### src/rtl/slc3_fetch_ctrl_pkg.sv
// Shared types and constants for the SLC-3 fetch controller.
package slc3_fetch_ctrl_pkg;

    typedef enum logic [2:0] {
        HALTED = 3'd0,
        FETCH1 = 3'd1,
        MEM_RD = 3'd2,
        FETCH3 = 3'd3,
        PAUSE  = 3'd4
    } ctrl_state_t;

    localparam int unsigned MEM_WAIT_DEFAULT = 2;
    // Wide enough for MEM_WAIT up to 15.
    localparam int unsigned WAIT_W = 4;

endpackage

### src/rtl/slc3_fetch_ctrl_if.sv
// Operator buttons in; datapath load/gate enables, SRAM strobes and debug status out.
interface slc3_fetch_ctrl_if
    import slc3_fetch_ctrl_pkg::*;
#(
    parameter int unsigned CNT_W = 16
);
    logic             Run;
    logic             Continue;
    logic             load_mar;
    logic             load_pc;
    logic             load_mdr;
    logic             load_ir;
    logic             gate_pc;
    logic             gate_mdr;
    logic             mio_en;
    logic             CE;
    logic             UB;
    logic             LB;
    logic             OE;
    logic             WE;
    ctrl_state_t      state_dbg;
    logic [CNT_W-1:0] inst_count;

    modport master (
        input  Run, Continue,
        output load_mar, load_pc, load_mdr, load_ir, gate_pc, gate_mdr, mio_en,
        output CE, UB, LB, OE, WE, state_dbg, inst_count
    );

    modport slave (
        output Run, Continue,
        input  load_mar, load_pc, load_mdr, load_ir, gate_pc, gate_mdr, mio_en,
        input  CE, UB, LB, OE, WE, state_dbg, inst_count
    );
endinterface

### src/rtl/slc3_fetch_ctrl_button_press.sv
// Turns an active-low, pre-debounced button level into a one-cycle press pulse.
module slc3_fetch_ctrl_button_press (
    input  logic Clk,
    input  logic Reset,
    input  logic btn,
    output logic press
);
    logic prev_q;
    logic armed_q;

    always_ff @(posedge Clk or negedge Reset) begin
        if (!Reset) begin
            prev_q  <= 1'b1;
            armed_q <= 1'b0;
        end else begin
            prev_q  <= btn;
            armed_q <= 1'b1;
        end
    end

    // armed_q masks the first edge after reset so a button already held through
    // reset release is not mistaken for a fresh press.
    assign press = armed_q & prev_q & ~btn;

endmodule

### src/rtl/slc3_fetch_ctrl.sv
// Fetch-loop sequencer for the SLC-3: MAR<-PC, MDR<-M[MAR], IR<-MDR, then pause.
module slc3_fetch_ctrl
    import slc3_fetch_ctrl_pkg::*;
#(
    parameter int unsigned MEM_WAIT = MEM_WAIT_DEFAULT,
    parameter int unsigned CNT_W    = 16
) (
    input logic                Clk,
    input logic                Reset,
    slc3_fetch_ctrl_if.master  bus
);
    localparam logic [WAIT_W-1:0] WaitLast = WAIT_W'(MEM_WAIT - 1);

    logic              run_press;
    logic              cont_press;
    logic              mem_last;
    ctrl_state_t       state_q, state_d;
    logic [WAIT_W-1:0] wait_q, wait_d;
    logic [CNT_W-1:0]  cnt_q, cnt_d;

    slc3_fetch_ctrl_button_press u_run (
        .Clk   (Clk),
        .Reset (Reset),
        .btn   (bus.Run),
        .press (run_press)
    );

    slc3_fetch_ctrl_button_press u_cont (
        .Clk   (Clk),
        .Reset (Reset),
        .btn   (bus.Continue),
        .press (cont_press)
    );

    always_ff @(posedge Clk or negedge Reset) begin
        if (!Reset) begin
            state_q <= HALTED;
            wait_q  <= '0;
            cnt_q   <= '0;
        end else begin
            state_q <= state_d;
            wait_q  <= wait_d;
            cnt_q   <= cnt_d;
        end
    end

    assign mem_last = (wait_q == WaitLast);

    always_comb begin
        state_d = state_q;
        wait_d  = wait_q;
        cnt_d   = cnt_q;
        case (state_q)
            HALTED: if (run_press) state_d = FETCH1;
            FETCH1: begin
                wait_d  = '0;
                state_d = MEM_RD;
            end
            MEM_RD: begin
                wait_d = wait_q + WAIT_W'(1);
                if (mem_last) state_d = FETCH3;
            end
            FETCH3: begin
                cnt_d   = cnt_q + CNT_W'(1);
                state_d = PAUSE;
            end
            PAUSE:  if (cont_press) state_d = FETCH1;
            default: state_d = HALTED;
        endcase
    end

    // Outputs depend only on registered state, so async reset idles them at once.
    always_comb begin
        bus.load_mar   = 1'b0;
        bus.load_pc    = 1'b0;
        bus.load_mdr   = 1'b0;
        bus.load_ir    = 1'b0;
        bus.gate_pc    = 1'b0;
        bus.gate_mdr   = 1'b0;
        bus.mio_en     = 1'b0;
        bus.CE         = 1'b1;
        bus.UB         = 1'b1;
        bus.LB         = 1'b1;
        bus.OE         = 1'b1;
        bus.WE         = 1'b1;
        bus.state_dbg  = state_q;
        bus.inst_count = cnt_q;
        case (state_q)
            FETCH1: begin
                bus.gate_pc  = 1'b1;
                bus.load_mar = 1'b1;
                bus.load_pc  = 1'b1;
            end
            MEM_RD: begin
                bus.CE       = 1'b0;
                bus.UB       = 1'b0;
                bus.LB       = 1'b0;
                bus.OE       = 1'b0;
                bus.mio_en   = 1'b1;
                bus.load_mdr = mem_last;
            end
            FETCH3: begin
                bus.gate_mdr = 1'b1;
                bus.load_ir  = 1'b1;
            end
            default: ;
        endcase
    end

endmodule

### src/flat_wrapper.sv
// flat-port wrapper written by rule: the top's interface ports become plain ports
module slc3_fetch_ctrl_flat import slc3_fetch_ctrl_pkg::*;
#(
    parameter int unsigned MEM_WAIT = MEM_WAIT_DEFAULT,
    parameter int unsigned CNT_W    = 16
)
  (Clk, Reset, bus_Run, bus_Continue, bus_load_mar, bus_load_pc, bus_load_mdr, bus_load_ir, bus_gate_pc, bus_gate_mdr, bus_mio_en, bus_CE, bus_UB, bus_LB, bus_OE, bus_WE, bus_state_dbg, bus_inst_count);
  slc3_fetch_ctrl_if #(.CNT_W(CNT_W)) bus_i ();
  input logic Clk;
  input logic Reset;
  input wire logic [$bits(bus_i.Run)-1:0] bus_Run;
  input wire logic [$bits(bus_i.Continue)-1:0] bus_Continue;
  output wire logic [$bits(bus_i.load_mar)-1:0] bus_load_mar;
  output wire logic [$bits(bus_i.load_pc)-1:0] bus_load_pc;
  output wire logic [$bits(bus_i.load_mdr)-1:0] bus_load_mdr;
  output wire logic [$bits(bus_i.load_ir)-1:0] bus_load_ir;
  output wire logic [$bits(bus_i.gate_pc)-1:0] bus_gate_pc;
  output wire logic [$bits(bus_i.gate_mdr)-1:0] bus_gate_mdr;
  output wire logic [$bits(bus_i.mio_en)-1:0] bus_mio_en;
  output wire logic [$bits(bus_i.CE)-1:0] bus_CE;
  output wire logic [$bits(bus_i.UB)-1:0] bus_UB;
  output wire logic [$bits(bus_i.LB)-1:0] bus_LB;
  output wire logic [$bits(bus_i.OE)-1:0] bus_OE;
  output wire logic [$bits(bus_i.WE)-1:0] bus_WE;
  output wire logic [$bits(bus_i.state_dbg)-1:0] bus_state_dbg;
  output wire logic [$bits(bus_i.inst_count)-1:0] bus_inst_count;
  assign bus_i.Run = bus_Run;
  assign bus_i.Continue = bus_Continue;
  assign bus_load_mar = bus_i.load_mar;
  assign bus_load_pc = bus_i.load_pc;
  assign bus_load_mdr = bus_i.load_mdr;
  assign bus_load_ir = bus_i.load_ir;
  assign bus_gate_pc = bus_i.gate_pc;
  assign bus_gate_mdr = bus_i.gate_mdr;
  assign bus_mio_en = bus_i.mio_en;
  assign bus_CE = bus_i.CE;
  assign bus_UB = bus_i.UB;
  assign bus_LB = bus_i.LB;
  assign bus_OE = bus_i.OE;
  assign bus_WE = bus_i.WE;
  assign bus_state_dbg = bus_i.state_dbg;
  assign bus_inst_count = bus_i.inst_count;
  slc3_fetch_ctrl #(.MEM_WAIT(MEM_WAIT), .CNT_W(CNT_W)) u_core (.Clk(Clk), .Reset(Reset), .bus(bus_i));
endmodule
### config.mk
export PLATFORM = sky130hd
export DESIGN_NAME = slc3_fetch_ctrl_flat
export DESIGN_NICKNAME = d
export VERILOG_FILES = /design/src/rtl/slc3_fetch_ctrl_pkg.sv /design/src/rtl/slc3_fetch_ctrl_if.sv /design/src/rtl/slc3_fetch_ctrl_button_press.sv /design/src/rtl/slc3_fetch_ctrl.sv /design/src/flat_wrapper.sv
export SDC_FILE = /design/constraint.sdc
export NUM_CORES = 1
export LEC_CHECK = 0
export ABC_AREA = 1
export BUFFER_PORTS_ARGS = -buffer_cell sky130_fd_sc_hd__buf_2
export CORE_ASPECT_RATIO = 0.6
export CORE_MARGIN = 3
export CORE_UTILIZATION = 40
export CTS_CLUSTER_SIZE = 25
export DETAILED_ROUTE_END_ITERATION = 10
export PLACE_DENSITY_LB_ADDON = 0.05
export SLEW_MARGIN = 5
export SYNTH_ARGS = -nofsm -noshare
export SYNTH_HDL_FRONTEND = slang
export SYNTH_SLANG_ARGS = --single-unit
### constraint.sdc
create_clock -name Clk -period 1.7 [get_ports Clk]
set_clock_uncertainty 0.1 [all_clocks]
set_input_delay 0.34 -clock Clk [delete_from_list [all_inputs] [get_ports Clk]]
set_output_delay 0.34 -clock Clk [all_outputs]
set_load 0.02 [all_outputs]
## Word-level counts from Yosys, hierarchy flattened

Index checks and enable logic that the tools add are counted.

| storage, ports and cells | value |
|---|---|
| flip-flop bits (word level) | 26 |
| latch bits | 0 |
| bits in writable memories | 0 |
| ROM bits | 0 |
| output and inout port bits | 31 |
| word-level logic and storage cells | 35 |
| memories | 0 |

| operators by class | value |
|---|---|
| add/subtract/negate cells | 2 |
| $mul | 0 |
| divide/modulo/power cells | 0 |
| $lt $le $gt $ge | 0 |
| equality and inequality tests | 8 |
| shift-type cells | 0 |
| multiplexer cells | 10 |
| bitwise gates (word level) | 6 |
| reductions and logical operators | 3 |

Operators by type and width:

| operator | number |
|---|---|
| $add A16 B1 Y16 const B | 1 |
| $pmux W3 S5 | 1 |
| $mux W3 | 3 |
| $pmux W4 S2 | 1 |
| $eq A3 B2 Y1 const B | 2 |
| $ne A2 B1 Y1 const B | 3 |
| $mux W1 | 5 |
| $add A4 B1 Y4 const B | 1 |
| $and A1 B1 Y1 | 4 |
| $eq A4 B1 Y1 const B | 1 |
| $eq A3 B1 Y1 const B | 1 |
| $eq A3 B3 Y1 const B | 1 |
| $logic_not A3 Y1 | 1 |
| $reduce_and A3 Y1 | 1 |
| $not A1 Y1 | 2 |
| $reduce_bool A2 Y1 | 1 |

## Logic depth before layout (Yosys ltp)

Gate-level depths: netlist of run 1.

| logic depth | value |
|---|---|
| word-level depth | 4 |
| gate-level depth with buffers | 7 |
| depth with buffers taken out | 7 |

## Hierarchy

From an unflattened synthesis of run 1, not the netlist that was laid out.

| unflattened totals | value |
|---|---|
| cells, all modules | 170 |
| area, all modules | 1407.6 sq um |

Modules (own cells, without submodules):

| module | times used | cells each | area each (sq um) |
|---|---|---|---|
| slc3_fetch_ctrl | 1 | 160 | 1277.5 |
| slc3_fetch_ctrl_button_press | 2 | 5 | 65.1 |

## Worst setup path after synthesis of run 1

OpenSTA, ideal clock, no wires.

| timing path | value |
|---|---|
| path type | reg2out |
| from | register u_core.state_q[2] (netlist: u_core.bus.state_dbg[2]) |
| to | output bus_load_mdr |
| data arrival time | 1298 ps |
| path slack | -38 ps |
| stages on the path, launching flop included | 4 |
| buffers on the path | 0 |
| cell sequence | dfrtp_1 -> nor2_1 -> nand2_1 -> nor2_1 |

| on the way | value |
|---|---|
| word-level cells in the longest chain between the ends | 2 |

RTL lines:

| item | RTL line | source |
|---|---|---|
| start, declared | slc3_fetch_ctrl.sv:17 | `ctrl_state_t state_q, state_d;` |
| start signal, assigned | slc3_fetch_ctrl.sv:41 | `state_q <= state_d;` |
| $eq A3 B2 Y1 | slc3_fetch_ctrl.sv:88 | `case (state_q)` |
| $mux W1 | slc3_fetch_ctrl.sv:88 |  |
| end, declared | flat_wrapper.sv:15 | `output wire logic [$bits(bus_i.load_mdr)-1:0] bus_load_mdr;` |

No other way between the ends.

## Final worst setup path of run 1

| timing path | value |
|---|---|
| from | register u_core.wait_q[1] |
| to | output bus_load_mdr |

| on the way | value |
|---|---|
| word-level cells in the longest chain between the ends | 2 |

RTL lines:

| item | RTL line | source |
|---|---|---|
| start, declared | slc3_fetch_ctrl.sv:18 | `logic [WAIT_W-1:0] wait_q, wait_d;` |
| start signal, assigned | slc3_fetch_ctrl.sv:42 | `wait_q <= wait_d;` |
| $eq A4 B1 Y1 | slc3_fetch_ctrl.sv:47 | `assign mem_last = (wait_q == WaitLast);` |
| $mux W1 | slc3_fetch_ctrl.sv:88 |  |

No other way between the ends.

==> results of run 1 <==
-- layout by cell type, fill, tap and decap left out, types with 4 or more instances in the layout --
cell type,count
sky130_fd_sc_hd__inv_1,12
sky130_fd_sc_hd__buf_2,29
sky130_fd_sc_hd__nor2_1,14
sky130_fd_sc_hd__xor2_1,4
sky130_fd_sc_hd__nand3_1,8
sky130_fd_sc_hd__nor2_4,4
sky130_fd_sc_hd__xnor2_1,7
sky130_fd_sc_hd__buf_6,5
sky130_fd_sc_hd__nor3_1,5
sky130_fd_sc_hd__nand2_1,39
sky130_fd_sc_hd__buf_4,8
sky130_fd_sc_hd__dfrtp_1,21
-- routing by layer --
layer | track usage | share of wire | vias up
li1 | - | - | 546
met2 | 0.219 | 0.41 | 19
met1 | 0.234 | 0.54 | 514
met4 | 0.0257 | 0.0028 | 0
met5 | 0 | 0 | -
met3 | 0.0394 | 0.047 | 2
-- how the worst max path moves through the flow --
| stage | startpoint | endpoint | slack [ns] |
|---|---|---|---|
| floorplan | u_core.bus.state_dbg[2]$_DFFE_PN0P_ | bus_load_mdr | 0.03 |
| global placement | u_core.bus.state_dbg[0]$_DFFE_PN0P_ | bus_mio_en | 0.22 |
| detailed placement | u_core.bus.state_dbg[0]$_DFFE_PN0P_ | bus_mio_en | 0.15 |
| CTS | u_core.bus.state_dbg[2]$_DFFE_PN0P_ | bus_load_mar | -0.01 |
| global route | u_core.wait_q[1]$_DFFE_PN0P_ | bus_load_mdr | -0.04 |
| finish | u_core.wait_q[1]$_DFFE_PN0P_ | bus_load_mdr | 0.05 |
-- Yosys cell counts --
master / count
sky130_fd_sc_hd__dfstp_2: 2
sky130_fd_sc_hd__nand3b_1: 3
sky130_fd_sc_hd__nand2_2: 1
sky130_fd_sc_hd__nor2_1: 16
sky130_fd_sc_hd__a21oi_1: 2
sky130_fd_sc_hd__nand2_1: 40
sky130_fd_sc_hd__nor3_1: 5
sky130_fd_sc_hd__dfrtp_1: 24
sky130_fd_sc_hd__conb_1: 1
sky130_fd_sc_hd__xor2_1: 4
sky130_fd_sc_hd__o22ai_1: 2
sky130_fd_sc_hd__nor2_4: 3
sky130_fd_sc_hd__nand4_1: 1
sky130_fd_sc_hd__nand3_1: 10
sky130_fd_sc_hd__xnor2_1: 7
sky130_fd_sc_hd__o21ai_0: 2
sky130_fd_sc_hd__o211ai_1: 2
sky130_fd_sc_hd__ha_1: 3
sky130_fd_sc_hd__buf_4: 7
sky130_fd_sc_hd__inv_1: 15
-- worst max-delay path: stages, from the launching register on --
cell and delay [ns]:
sky130_fd_sc_hd__dfrtp_1 0.41, sky130_fd_sc_hd__inv_2 0.08, sky130_fd_sc_hd__ha_4 0.12, sky130_fd_sc_hd__nand3_2 0.08, sky130_fd_sc_hd__nor2_2 0.13, sky130_fd_sc_hd__buf_6 0.12
-- through the flow --
stage / std cells / area, um2 / setup TNS, ns
6_report: 233 / 1670 / 0
4_1_cts: 228 / 1570 / -0.0394
5_1_grt: 233 / 1670 / -0.0463
3_3_place_gp: 221 / 1490 / 0
3_5_place_dp: 221 / 1490 / 0
2_1_floorplan: 151 / 1310 / 0
-- area by class of cell --
cell class                      instances  area, um2  share of cell area
Clock buffer                            4       45.0              0.0270
Multi-Input combinational cell        103        583               0.350
Timing Repair Buffer                   43        272               0.163
Tap cell                               42       52.6              0.0315
Inverter                               15       58.8              0.0353
Sequential cell                        26        657               0.394
-- kinds of logic (layout without fill, tap and decap cells) --
group	count (synthesis)	in the layout	share of synthesized area
AOI/OAI and AO/OA	8	8	0.0365
xor gates and xnor gates	11	11	0.0740
buffers and inverters	22	62	0.0837
adders and majority gates	3	3	0.0288
DFF	26	26	0.502
other	1	2	0.00288
and+or+nand+nor	79	79	0.272
-- flip-flops by register name (all words and copies together) (netlist names) --
signal                 flops
u_core.u_run.armed_q       1
u_core.wait_q              4
u_core.bus.inst_count     16
u_core.u_cont.prev_q       1
u_core.bus.state_dbg       3
u_core.u_run.prev_q        1
-- power by group through the flow --
stage	Clock, uW	Sequential [uW]	Combinational [uW]
after floorplan	0	951	605
after global placement	0	861	923
after detailed placement	0	868	926
after CTS	369	858	999
after global routing	401	911	1260
final	358	886	1160
-- what timing repair did --
item / in CTS / in global routing
buffers inserted: 2 / 5
pin swaps: 0 / 3
setup endpoints to repair: 9 / 7
endpoints found under the hold margin: 24 / 0
gates cloned: 0 / 0
hold buffers: 1 / 0
gates resized for setup: 7 / 17
==> tab_implementation.tex, run 1 <==
\begin{tabular}{lr}
\hline
Metric & Value \\
\hline
\multicolumn{2}{l}{\textbf{Power}} \\
Worst voltage drop across the vdd grid & 0.726 mV \\
Internal power consumption & 1380 uW \\
Ratio of total power to cell area & 1440 nW/um2 \\
Clk pwr share & 0.149 \\
Total net switching power & 1020 uW \\
Switch share & 0.427 \\
Sequential group share of total power & 0.369 \\
Total power after layout & 2400 uW \\
Power share of the combinational group & 0.482 \\
Static leakage & 0.000853 uW \\
\multicolumn{2}{l}{\textbf{GRT}} \\
Number of global-route vias before repair & 962 \\
First-pass GRT wire length & 4690 um \\
Antenna violations before repair & 0 \\
Pin count of the biggest net entering global routing & 27 \\
GR Util All Layers & 0.153 \\
Grt ovf & 0 \\
\multicolumn{2}{l}{\textbf{Place}} \\
Post-Place Setup Slack & 0.146 ns \\
Post-DP HPWL & 2040 um \\
GP Congestion & 0.782 \\
Port buffer count & 33 \\
\multicolumn{2}{l}{\textbf{Setup path}} \\
Worst r2r path cells & 8 \\
Crit Reg-Reg Startpoint & u\_core.bus.state\_dbg[1]\$\_DFFE\_PN0P\_ \\
Crit-path max FO & 2 \\
Data arrival time of the worst path & 1.21 ns \\
R2R Path End & u\_core.bus.inst\_count[15]\$\_DFFE\_PN0P\_ \\
Crit. End Element & output pin \\
Required time at the endpoint of the critical path & 1.26 ns \\
Nature of the critical path startpoint & register \\
Worst reg2reg setup slack & 0.21 ns \\
Kind of critical path & reg2out \\
\multicolumn{2}{l}{\textbf{Clock tree}} \\
Clock tree from TritonCTS & yes \\
Clock H-tree levels & 1 \\
TritonCTS Buffers & 3 \\
Maximum clock insertion buffer count & 2 \\
Clk\_lat worst skew & 0.27 ns \\
Sink count of the clock tree & 26 \\
CTS clk-pin slew, worst paths & 0.09 ns \\
Root Buffer & sky130\_fd\_sc\_hd\_\_clkbuf\_8 \\
\multicolumn{2}{l}{\textbf{Die}} \\
Die boundary height & 50.2 um \\
Core Rows & 15 \\
Starting density of the core & 0.436 \\
I/O pin total & 35 \\
Die outline area & 4000 um2 \\
Width of the die & 79.6 um \\
Core Box Area & 2980 um2 \\
\multicolumn{2}{l}{\textbf{Outcome}} \\
Status & finished, final reports clean \\
\multicolumn{2}{l}{\textbf{STA}} \\
Maximum clock frequency & 605 MHz \\
Max\_slew headroom & 0.621 \\
Setup slack of the critical path after layout & 0.0484 ns \\
Minimum period implied by the final worst setup slack & 1.65 ns \\
Final Hold Vio Count & 0 \\
Worst hold margin & 0.0795 ns \\
Transition at the pin with the smallest max-transition slack & 0.569 ns \\
\# setup viols final & 0 \\
Final worst path period share & 0.972 \\
Final-report max-slew violation count & 0 \\
\multicolumn{2}{l}{\textbf{Min path}} \\
Worst Min Path Start & bus\_Continue \\
Hold-critical path depth & 1 \\
Hold EP & u\_core.u\_cont.prev\_q\$\_DFF\_PN1\_ \\
Worst min-delay path class & in2reg \\
\multicolumn{2}{l}{\textbf{Routing}} \\
DRC violations left & 0 \\
Total Wirelength & 2820 um \\
Number of vias in the routed layout & 1081 \\
Total iterations of the first detailed-routing run & 4 \\
Routed Antenna Nets & 0 \\
Routed length per instance & 12.1 um \\
Detailed Route Iter0 Violations & 46 \\
Vias/cell & 4.64 \\
\multicolumn{2}{l}{\textbf{Synth}} \\
Synth warnings & 0 \\
Post-synthesis instance area & 1300 um2 \\
Top cell type by total area after synthesis & sky130\_fd\_sc\_hd\_\_dfrtp\_1 \\
Post-synthesis sequential area ratio & 0.502 \\
Area share of the largest cell type after synthesis & 0.462 \\
Yosys reg bits & 26 \\
Yosys cell types & 20 \\
Avg Cell Area, Syn & 8.67 um2 \\
Synth top area cells & sky130\_fd\_sc\_hd\_\_dfrtp\_1, sky130\_fd\_sc\_hd\_\_nand2\_1, sky130\_fd\_sc\_hd\_\_xnor2\_1 \\
Synthesized instance count & 150 \\
\multicolumn{2}{l}{\textbf{Layout}} \\
Share of layout cells above drive strength 1 & 0.330 \\
Final layout net count & 199 \\
Fill count & 275 \\
Layout Area Growth over Synthesis & 28.2\% \\
Share of the core filled with cells in the final layout & 0.559 \\
Antenna cell count & 0 \\
\multicolumn{2}{l}{\textbf{Run}} \\
Max cap viols & 0 \\
\hline
\end{tabular}
Power figures use the tool's default switching activity.
==> inputs of run 2 (changes only) <==
Clock period 1.7 ns to 2.1 ns, I/O delays scaled along.
==> tab_implementation.tex, run 2 (same netlist as run 1, synthesis figures left out) <==
\begin{tabular}{lr}
\hline
Metric & Value \\
\hline
\multicolumn{2}{l}{\textbf{GRT}} \\
Grt ovf & 0 (unchanged) \\
First-pass GRT wire length & 4420 um (-5.6\%) \\
GR Util All Layers & 0.147 (-0.00540) \\
Number of global-route vias before repair & 906 (-5.8\%) \\
Antenna violations before repair & 0 (unchanged) \\
Pin count of the biggest net entering global routing & 27 (unchanged) \\
\multicolumn{2}{l}{\textbf{Clock tree}} \\
CTS clk-pin slew, worst paths & 0.09 ns (about the same) \\
Maximum clock insertion buffer count & 2 (unchanged) \\
Post-CTS setup-driven buffer insertion count & 0 (-2) \\
TritonCTS Buffers & 3 (unchanged) \\
Root Buffer & sky130\_fd\_sc\_hd\_\_clkbuf\_8 \\
Clock H-tree levels & 1 (unchanged) \\
Clock tree from TritonCTS & yes \\
Number of buffers inserted by hold repair at cts & 0 (-1) \\
Number of gates given a new drive strength after cts & 0 (-7) \\
Clk\_lat worst skew & 0.27 ns (about the same) \\
Sink count of the clock tree & 26 (unchanged) \\
\multicolumn{2}{l}{\textbf{Setup path}} \\
Nature of the critical path startpoint & register \\
Kind of critical path & reg2out \\
Crit. End Element & output pin \\
Data arrival time of the worst path & 1.41 ns (+0.20 ns) \\
Crit-path max FO & 10 (+8) \\
Required time at the endpoint of the critical path & 1.58 ns (+0.32 ns) \\
\multicolumn{2}{l}{\textbf{Routing}} \\
Routed Antenna Nets & 0 (unchanged) \\
Total Wirelength & 2710 um (-4.1\%) \\
Number of vias in the routed layout & 1011 (-6.5\%) \\
Total iterations of the first detailed-routing run & 4 (unchanged) \\
Routed length per instance & 12.1 um (-0.29\%) \\
Detailed Route Iter0 Violations & 31 (-33\%) \\
Vias/cell & 4.51 (-2.7\%) \\
DRC violations left & 0 (unchanged) \\
\multicolumn{2}{l}{\textbf{Place}} \\
GP Congestion & 0.796 (+1.8\%) \\
Post-DP HPWL & 2110 um (+3.3\%) \\
Cell area after placement & 1480 um2 (-0.67\%) \\
Port buffer count & 33 (unchanged) \\
Total placed cells including tap cells & 220 (-0.45\%) \\
\multicolumn{2}{l}{\textbf{Layout}} \\
Most frequent standard cell in the layout excluding fill and tap cells & sky130\_fd\_sc\_hd\_\_nand2\_1 \\
Area of all placed cells without fillers & 1520 um2 (-8.7\%) \\
Finished Layout Cells & 224 (-3.9\%) \\
Fill count & 307 (+12\%) \\
Antenna cell count & 0 (unchanged) \\
Reg area & 653 um2 (-0.57\%) \\
Final layout net count & 190 (-4.5\%) \\
Share of layout cells above drive strength 1 & 0.236 (-0.0936) \\
Multi-input gate area & 543 um2 (-6.9\%) \\
Flip-flop count of the largest register after layout & 16 (unchanged) \\
Share of the core filled with cells in the final layout & 0.510 (-0.0486) \\
Layout Area Growth over Synthesis & 17.0\% \\
Most used cells in the layout excluding fill and tap cells & sky130\_fd\_sc\_hd\_\_nand2\_1, sky130\_fd\_sc\_hd\_\_buf\_2, sky130\_fd\_sc\_hd\_\_dfrtp\_1 \\
\multicolumn{2}{l}{\textbf{Die}} \\
Core Rows & 15 (unchanged) \\
Die outline area & 4000 um2 (unchanged) \\
Die boundary height & 50.2 um (unchanged) \\
Width of the die & 79.6 um (unchanged) \\
I/O pin total & 35 (unchanged) \\
Starting density of the core & 0.436 (unchanged) \\
Core Box Area & 2980 um2 (unchanged) \\
\multicolumn{2}{l}{\textbf{STA}} \\
Final worst path period share & 0.919 \\
Final TNS setup & 0 ns (unchanged) \\
Worst hold margin & 0.0279 ns (-0.0516 ns) \\
\# setup viols final & 0 (unchanged) \\
Transition at the pin with the smallest max-transition slack & 0.567 ns (-0.00181 ns) \\
Maximum clock frequency & 518 MHz \\
Max\_slew headroom & 0.622 (+0.00121) \\
Unrepaired setup endpoints after global routing & false \\
Final Hold Vio Count & 0 (unchanged) \\
Minimum period implied by the final worst setup slack & 1.93 ns \\
Final-report max-slew violation count & 0 (unchanged) \\
\multicolumn{2}{l}{\textbf{Power}} \\
Power share of the combinational group & 0.421 (-0.061) \\
Sequential group share of total power & 0.411 (+0.042) \\
Switch share & 0.435 (+0.00807) \\
Clk pwr share & 0.168 (+0.019) \\
Static leakage & 0.000797 uW (-6.6\%) \\
Ratio of total power to cell area & 1120 nW/um2 (-22\%) \\
Total net switching power & 744 uW (-27\%) \\
Worst voltage drop across the vdd grid & 0.593 mV (-18\%) \\
Internal power consumption & 967 uW (-30\%) \\
\multicolumn{2}{l}{\textbf{Outcome}} \\
Status & finished, final reports clean \\
\multicolumn{2}{l}{\textbf{Min path}} \\
Worst min-delay path class & in2async \\
\multicolumn{2}{l}{\textbf{Run}} \\
Max cap viols & 0 (unchanged) \\
\hline
\end{tabular}
==> run 2: final cells by class <==
cell class,instances,share of cell area
flip-flops and latches,26,0.429
multi-input cells,103,0.357
repair buffers,34,0.113
well taps,42,0.0345
inverters,15,0.0370
clock buffers,4,0.0296
==> run 2: power by group through the flow <==
stage / logic, uW / registers, uW / clock network (uW)
floorplan: 485 / 770 / 0
global placement: 726 / 707 / 0
detailed placement: 730 / 712 / 0
CTS: 732 / 702 / 298
global route: 804 / 720 / 324
finish: 721 / 703 / 288
==> run 2: metal layers <==
metal	wire length (um)	global-route usage
met1	1540	0.224
met2	1000	0.195
met3	136	0.0466
met4	24	0.0457
met5	0	0
==> run 2: worst max-delay path, cell delays in order, from the launching register on <==
cell,delay (ns)
sky130_fd_sc_hd__dfrtp_1,0.44
sky130_fd_sc_hd__nor2_1,0.16
sky130_fd_sc_hd__nand2_1,0.21
sky130_fd_sc_hd__inv_1,0.16
sky130_fd_sc_hd__buf_2,0.18
==> run 2: final timing paths <==
kind	endpoint	startpoint	depth (start not counted)	slack (ns)
max	bus_mio_en	u_core.bus.state_dbg[2]$_DFFE_PN0P_	4	0.17
min	u_core.bus.inst_count[4]$_DFFE_PN0P_	Reset	1	0.03
max reg2reg	u_core.bus.inst_count[15]$_DFFE_PN0P_	u_core.bus.state_dbg[1]$_DFFE_PN0P_	7	0.66
min reg2reg	u_core.bus.inst_count[15]$_DFFE_PN0P_	u_core.bus.inst_count[15]$_DFFE_PN0P_	2	0.41
max in group asynchronous	u_core.u_run.prev_q$_DFF_PN1_	Reset	1	1.48
min in group Clk	u_core.u_cont.prev_q$_DFF_PN1_	bus_Continue	1	0.16
==> run 2: through the flow <==
| stage | total power, uW | setup WS [ns] |
|---|---|---|
| 4_1_cts | 1730 | 0.149 |
| 3_5_place_dp | 1440 | 0.456 |
| 6_report | 1710 | 0.170 |
| 2_1_floorplan | 1250 | 0.282 |
| 5_1_grt | 1850 | 0.0205 |
| 3_3_place_gp | 1430 | 0.500 |
==> inputs of run 3 (changes only) <==
Settings changed: SYNTH_HIERARCHICAL set to 1.
==> tab_implementation.tex, run 3 <==
\begin{tabular}{lr}
\hline
Metric & Value \\
\hline
\multicolumn{2}{l}{\textbf{Synth}} \\
Post-synth top flop & sky130\_fd\_sc\_hd\_\_dfrtp\_1 \\
Mux contribution to synthesized area & 0 (unchanged) \\
Area share of the largest cell type after synthesis & 0.444 (-0.0171) \\
Main combinational cell family by area after synthesis & simple AND/OR/NAND/NOR gates \\
Yosys reg bits & 27 (+3.8\%) \\
Post-synthesis sequential area ratio & 0.482 (-0.0201) \\
Synth top area cells & sky130\_fd\_sc\_hd\_\_dfrtp\_1, sky130\_fd\_sc\_hd\_\_nand2\_1, sky130\_fd\_sc\_hd\_\_inv\_1 \\
Adder and majority cell fraction of the synthesized area & 0.0267 (-0.00218) \\
Total nets after synthesis & 177 \\
Avg Cell Area, Syn & 8.28 um2 (-4.6\%) \\
Most frequent cells after synthesis & sky130\_fd\_sc\_hd\_\_nand2\_1, sky130\_fd\_sc\_hd\_\_inv\_1, sky130\_fd\_sc\_hd\_\_dfrtp\_1, sky130\_fd\_sc\_hd\_\_nor2\_1, sky130\_fd\_sc\_hd\_\_nand3\_1 \\
Synthesized instance count & 170 (+13\%) \\
Simple-gate area share of the yosys netlist & 0.289 (+0.0168) \\
Area fraction in compound gates after synthesis & 0.0382 (+0.00168) \\
Post-synthesis instance area & 1410 um2 (+8.2\%) \\
Leading cell type by number of instances after synthesis & sky130\_fd\_sc\_hd\_\_nand2\_1 \\
Number of flops mapped to enable cells by yosys & 0 (unchanged) \\
Top cell type by total area after synthesis & sky130\_fd\_sc\_hd\_\_dfrtp\_1 \\
Synth warnings & 6 (+6) \\
XOR/XNOR share of the synthesized area & 0.0498 (-0.0243) \\
Yosys cell types & 21 (+5.0\%) \\
Async set-or-reset flop fraction in the synthesized netlist & 1.00 (unchanged) \\
\multicolumn{2}{l}{\textbf{STA}} \\
Worst hold margin & 0.0510 ns (+0.0231 ns) \\
Max\_slew headroom & 0.588 (-0.0334) \\
Final-report max-slew violation count & 0 (unchanged) \\
Transition at the pin with the smallest max-transition slack & 0.618 ns (+0.0501 ns) \\
Final worst path period share & 0.916 (-0.00339) \\
Minimum period implied by the final worst setup slack & 1.92 ns (-0.00712 ns) \\
\# setup viols final & 0 (unchanged) \\
Maximum clock frequency & 520 MHz (+0.37\%) \\
Final TNS setup & 0 ns (unchanged) \\
Unrepaired setup endpoints after global routing & false \\
Final Hold Vio Count & 0 (unchanged) \\
\multicolumn{2}{l}{\textbf{Power}} \\
Worst voltage drop across the vdd grid & 0.586 mV (-1.0\%) \\
Clk pwr share & 0.166 (-0.002) \\
Switch share & 0.436 (+0.00151) \\
Internal power consumption & 990 uW (+2.3\%) \\
Power share of the combinational group & 0.414 (-0.007) \\
Sequential group share of total power & 0.420 (+0.009) \\
Total net switching power & 766 uW (+2.9\%) \\
Static leakage & 0.000878 uW (+10\%) \\
Ratio of total power to cell area & 1080 nW/um2 (-3.6\%) \\
Total power after layout & 1760 uW (+2.6\%) \\
\multicolumn{2}{l}{\textbf{Setup path}} \\
Crit Reg-Reg Startpoint & u\_core/bus.state\_dbg[2]\$\_DFFE\_PN0P\_ \\
Count of buffering cells on the critical path with inverters included & 2 (unchanged) \\
Delay of the slowest critical-path stage & 0.45 ns (about the same) \\
Crit. End Element & output pin \\
Critical-path top delay cell & sky130\_fd\_sc\_hd\_\_dfrtp\_1 \\
R2R Path End & u\_core/bus.inst\_count[11]\$\_DFFE\_PN0P\_ \\
Worst setup path startpoint & u\_core/bus.state\_dbg[2]\$\_DFFE\_PN0P\_ \\
Worst reg2reg setup slack & 0.57 ns (-0.09 ns) \\
Worst r2r path cells & 6 (-1) \\
Crit-path max FO & 9 (-1) \\
Nature of the critical path startpoint & register \\
Cells along the critical path & nor2\_1, nand2\_2, inv\_1, buf\_2 \\
Cell class contributing the biggest share of worst-path delay & flip-flops \\
Required time at the endpoint of the critical path & 1.58 ns (about the same) \\
Data arrival time of the worst path & 1.40 ns (about the same) \\
Kind of critical path & reg2out \\
\multicolumn{2}{l}{\textbf{Die}} \\
I/O pin total & 35 (unchanged) \\
Core Box Area & 3120 um2 (+4.4\%) \\
Starting density of the core & 0.452 (+0.0157) \\
Die boundary height & 52.0 um (+3.5\%) \\
Die outline area & 4290 um2 (+7.4\%) \\
Core Rows & 15 (unchanged) \\
Width of the die & 82.6 um (+3.7\%) \\
\multicolumn{2}{l}{\textbf{GRT}} \\
Grt ovf & 0 (unchanged) \\
Antenna violations before repair & 0 (unchanged) \\
Pin count of the biggest net entering global routing & 28 (+3.7\%) \\
First-pass GRT wire length & 4880 um (+10\%) \\
Number of global-route vias before repair & 1066 (+18\%) \\
GR Util All Layers & 0.151 (+0.00338) \\
\multicolumn{2}{l}{\textbf{Layout}} \\
Layout Area Growth over Synthesis & 15.1\% \\
Final layout net count & 208 (+9.5\%) \\
Flip-flop count of the largest register after layout & 16 (unchanged) \\
Antenna cell count & 0 (unchanged) \\
Most used cells in the layout excluding fill and tap cells & sky130\_fd\_sc\_hd\_\_nand2\_1, sky130\_fd\_sc\_hd\_\_buf\_2, sky130\_fd\_sc\_hd\_\_inv\_1 \\
Most frequent standard cell in the layout excluding fill and tap cells & sky130\_fd\_sc\_hd\_\_nand2\_1 \\
Share of layout cells above drive strength 1 & 0.240 (+0.00374) \\
\multicolumn{2}{l}{\textbf{Clock tree}} \\
CTS clk-pin slew, worst paths & 0.09 ns (about the same) \\
TritonCTS Buffers & 3 (unchanged) \\
Sink count of the clock tree & 27 (+3.8\%) \\
Clock tree from TritonCTS & yes \\
Post-CTS setup-driven buffer insertion count & 0 (unchanged) \\
Maximum clock insertion buffer count & 2 (unchanged) \\
Clock H-tree levels & 1 (unchanged) \\
Clk\_lat worst skew & 0.27 ns (about the same) \\
Root Buffer & sky130\_fd\_sc\_hd\_\_clkbuf\_8 \\
\multicolumn{2}{l}{\textbf{Routing}} \\
Total iterations of the first detailed-routing run & 4 (unchanged) \\
Detailed Route Iter0 Violations & 44 (+42\%) \\
DRC violations left & 0 (unchanged) \\
Vias/cell & 4.49 (-0.57\%) \\
Total Wirelength & 2880 um (+6.3\%) \\
Routed Antenna Nets & 0 (unchanged) \\
Routed length per instance & 11.9 um (-1.6\%) \\
Number of vias in the routed layout & 1086 (+7.4\%) \\
\multicolumn{2}{l}{\textbf{Outcome}} \\
Status & finished, final reports clean \\
\multicolumn{2}{l}{\textbf{Place}} \\
Post-DP HPWL & 2230 um (+5.7\%) \\
GP Congestion & 0.796 (about the same) \\
Port buffer count & 33 (unchanged) \\
\multicolumn{2}{l}{\textbf{Min path}} \\
Worst min-delay path class & in2async \\
\multicolumn{2}{l}{\textbf{Run}} \\
Max cap viols & 0 (unchanged) \\
\hline
\end{tabular}
run 3: layout make-up:
class | instances | area (um2)
inverters | 26 | 97.6
fillers | 328 | 1500
repair buffers | 33 | 165
clock buffers | 4 | 45.0
well taps | 42 | 52.6
multi-input cells | 110 | 582
flip-flops and latches | 27 | 678
run 3: how the worst max path moves through the flow:
| stage | endpoint | slack, ns | cells past startpoint |
|---|---|---|---|
| 3_3_place_gp | bus_mio_en | 0.49 | 4 |
| 3_5_place_dp | bus_mio_en | 0.40 | 4 |
| 5_1_grt | bus_mio_en | 0.05 | 4 |
| 4_1_cts | bus_mio_en | 0.09 | 4 |
| 2_1_floorplan | bus_load_mdr | 0.30 | 3 |
| 6_report | bus_mio_en | 0.18 | 4 |
run 3: through the flow:
| stage | util | instance area [um2] | std cells | worst slack [ns] |
|---|---|---|---|---|
| 2_1_floorplan | - | 1410 | 170 | 0.297 |
| 3_3_place_gp | 0.505 | 1570 | 238 | 0.489 |
| 3_5_place_dp | 0.505 | 1570 | 238 | 0.405 |
| 4_1_cts | 0.519 | 1620 | 242 | 0.0874 |
| 5_1_grt | 0.520 | 1620 | 242 | 0.0509 |
| 6_report | 0.520 | 1620 | 242 | 0.177 |
run 3: routing by layer:
layer	GRT usage	vias up	routed length [um]
met3	0.0519	2	167
met1	0.218	491	1500
met4	0.0163	0	13
li1	-	568	-
met2	0.225	25	1200
met5	0	-	0
run 3: logic make-up (layout without fill, tap and decap cells):
group | Yosys count | in the layout
AOI/OAI and AO/OA | 9 | 9
xor gates and xnor gates | 8 | 8
adders and majority gates | 3 | 3
buffers and inverters | 33 | 63
DFF | 27 | 27
other | 3 | 3
and+or+nand+nor | 87 | 87
run 3: power by group through the flow:
stage               combinational, uW  clock [uW]  sequential [uW]
global placement                  724           0              734
CTS                               735         308              735
finish                            727         291              737
detailed placement                734           0              746
global route                      816         331              757
floorplan                         498           0              802
run 3: timing repair:
| item | in CTS | in global routing |
|---|---|---|
| hold buffers | 0 | 0 |
| endpoints found under the setup margin | 0 | 1 |
| gates resized for setup | 0 | 1 |
| endpoints found under the hold margin | 0 | 0 |
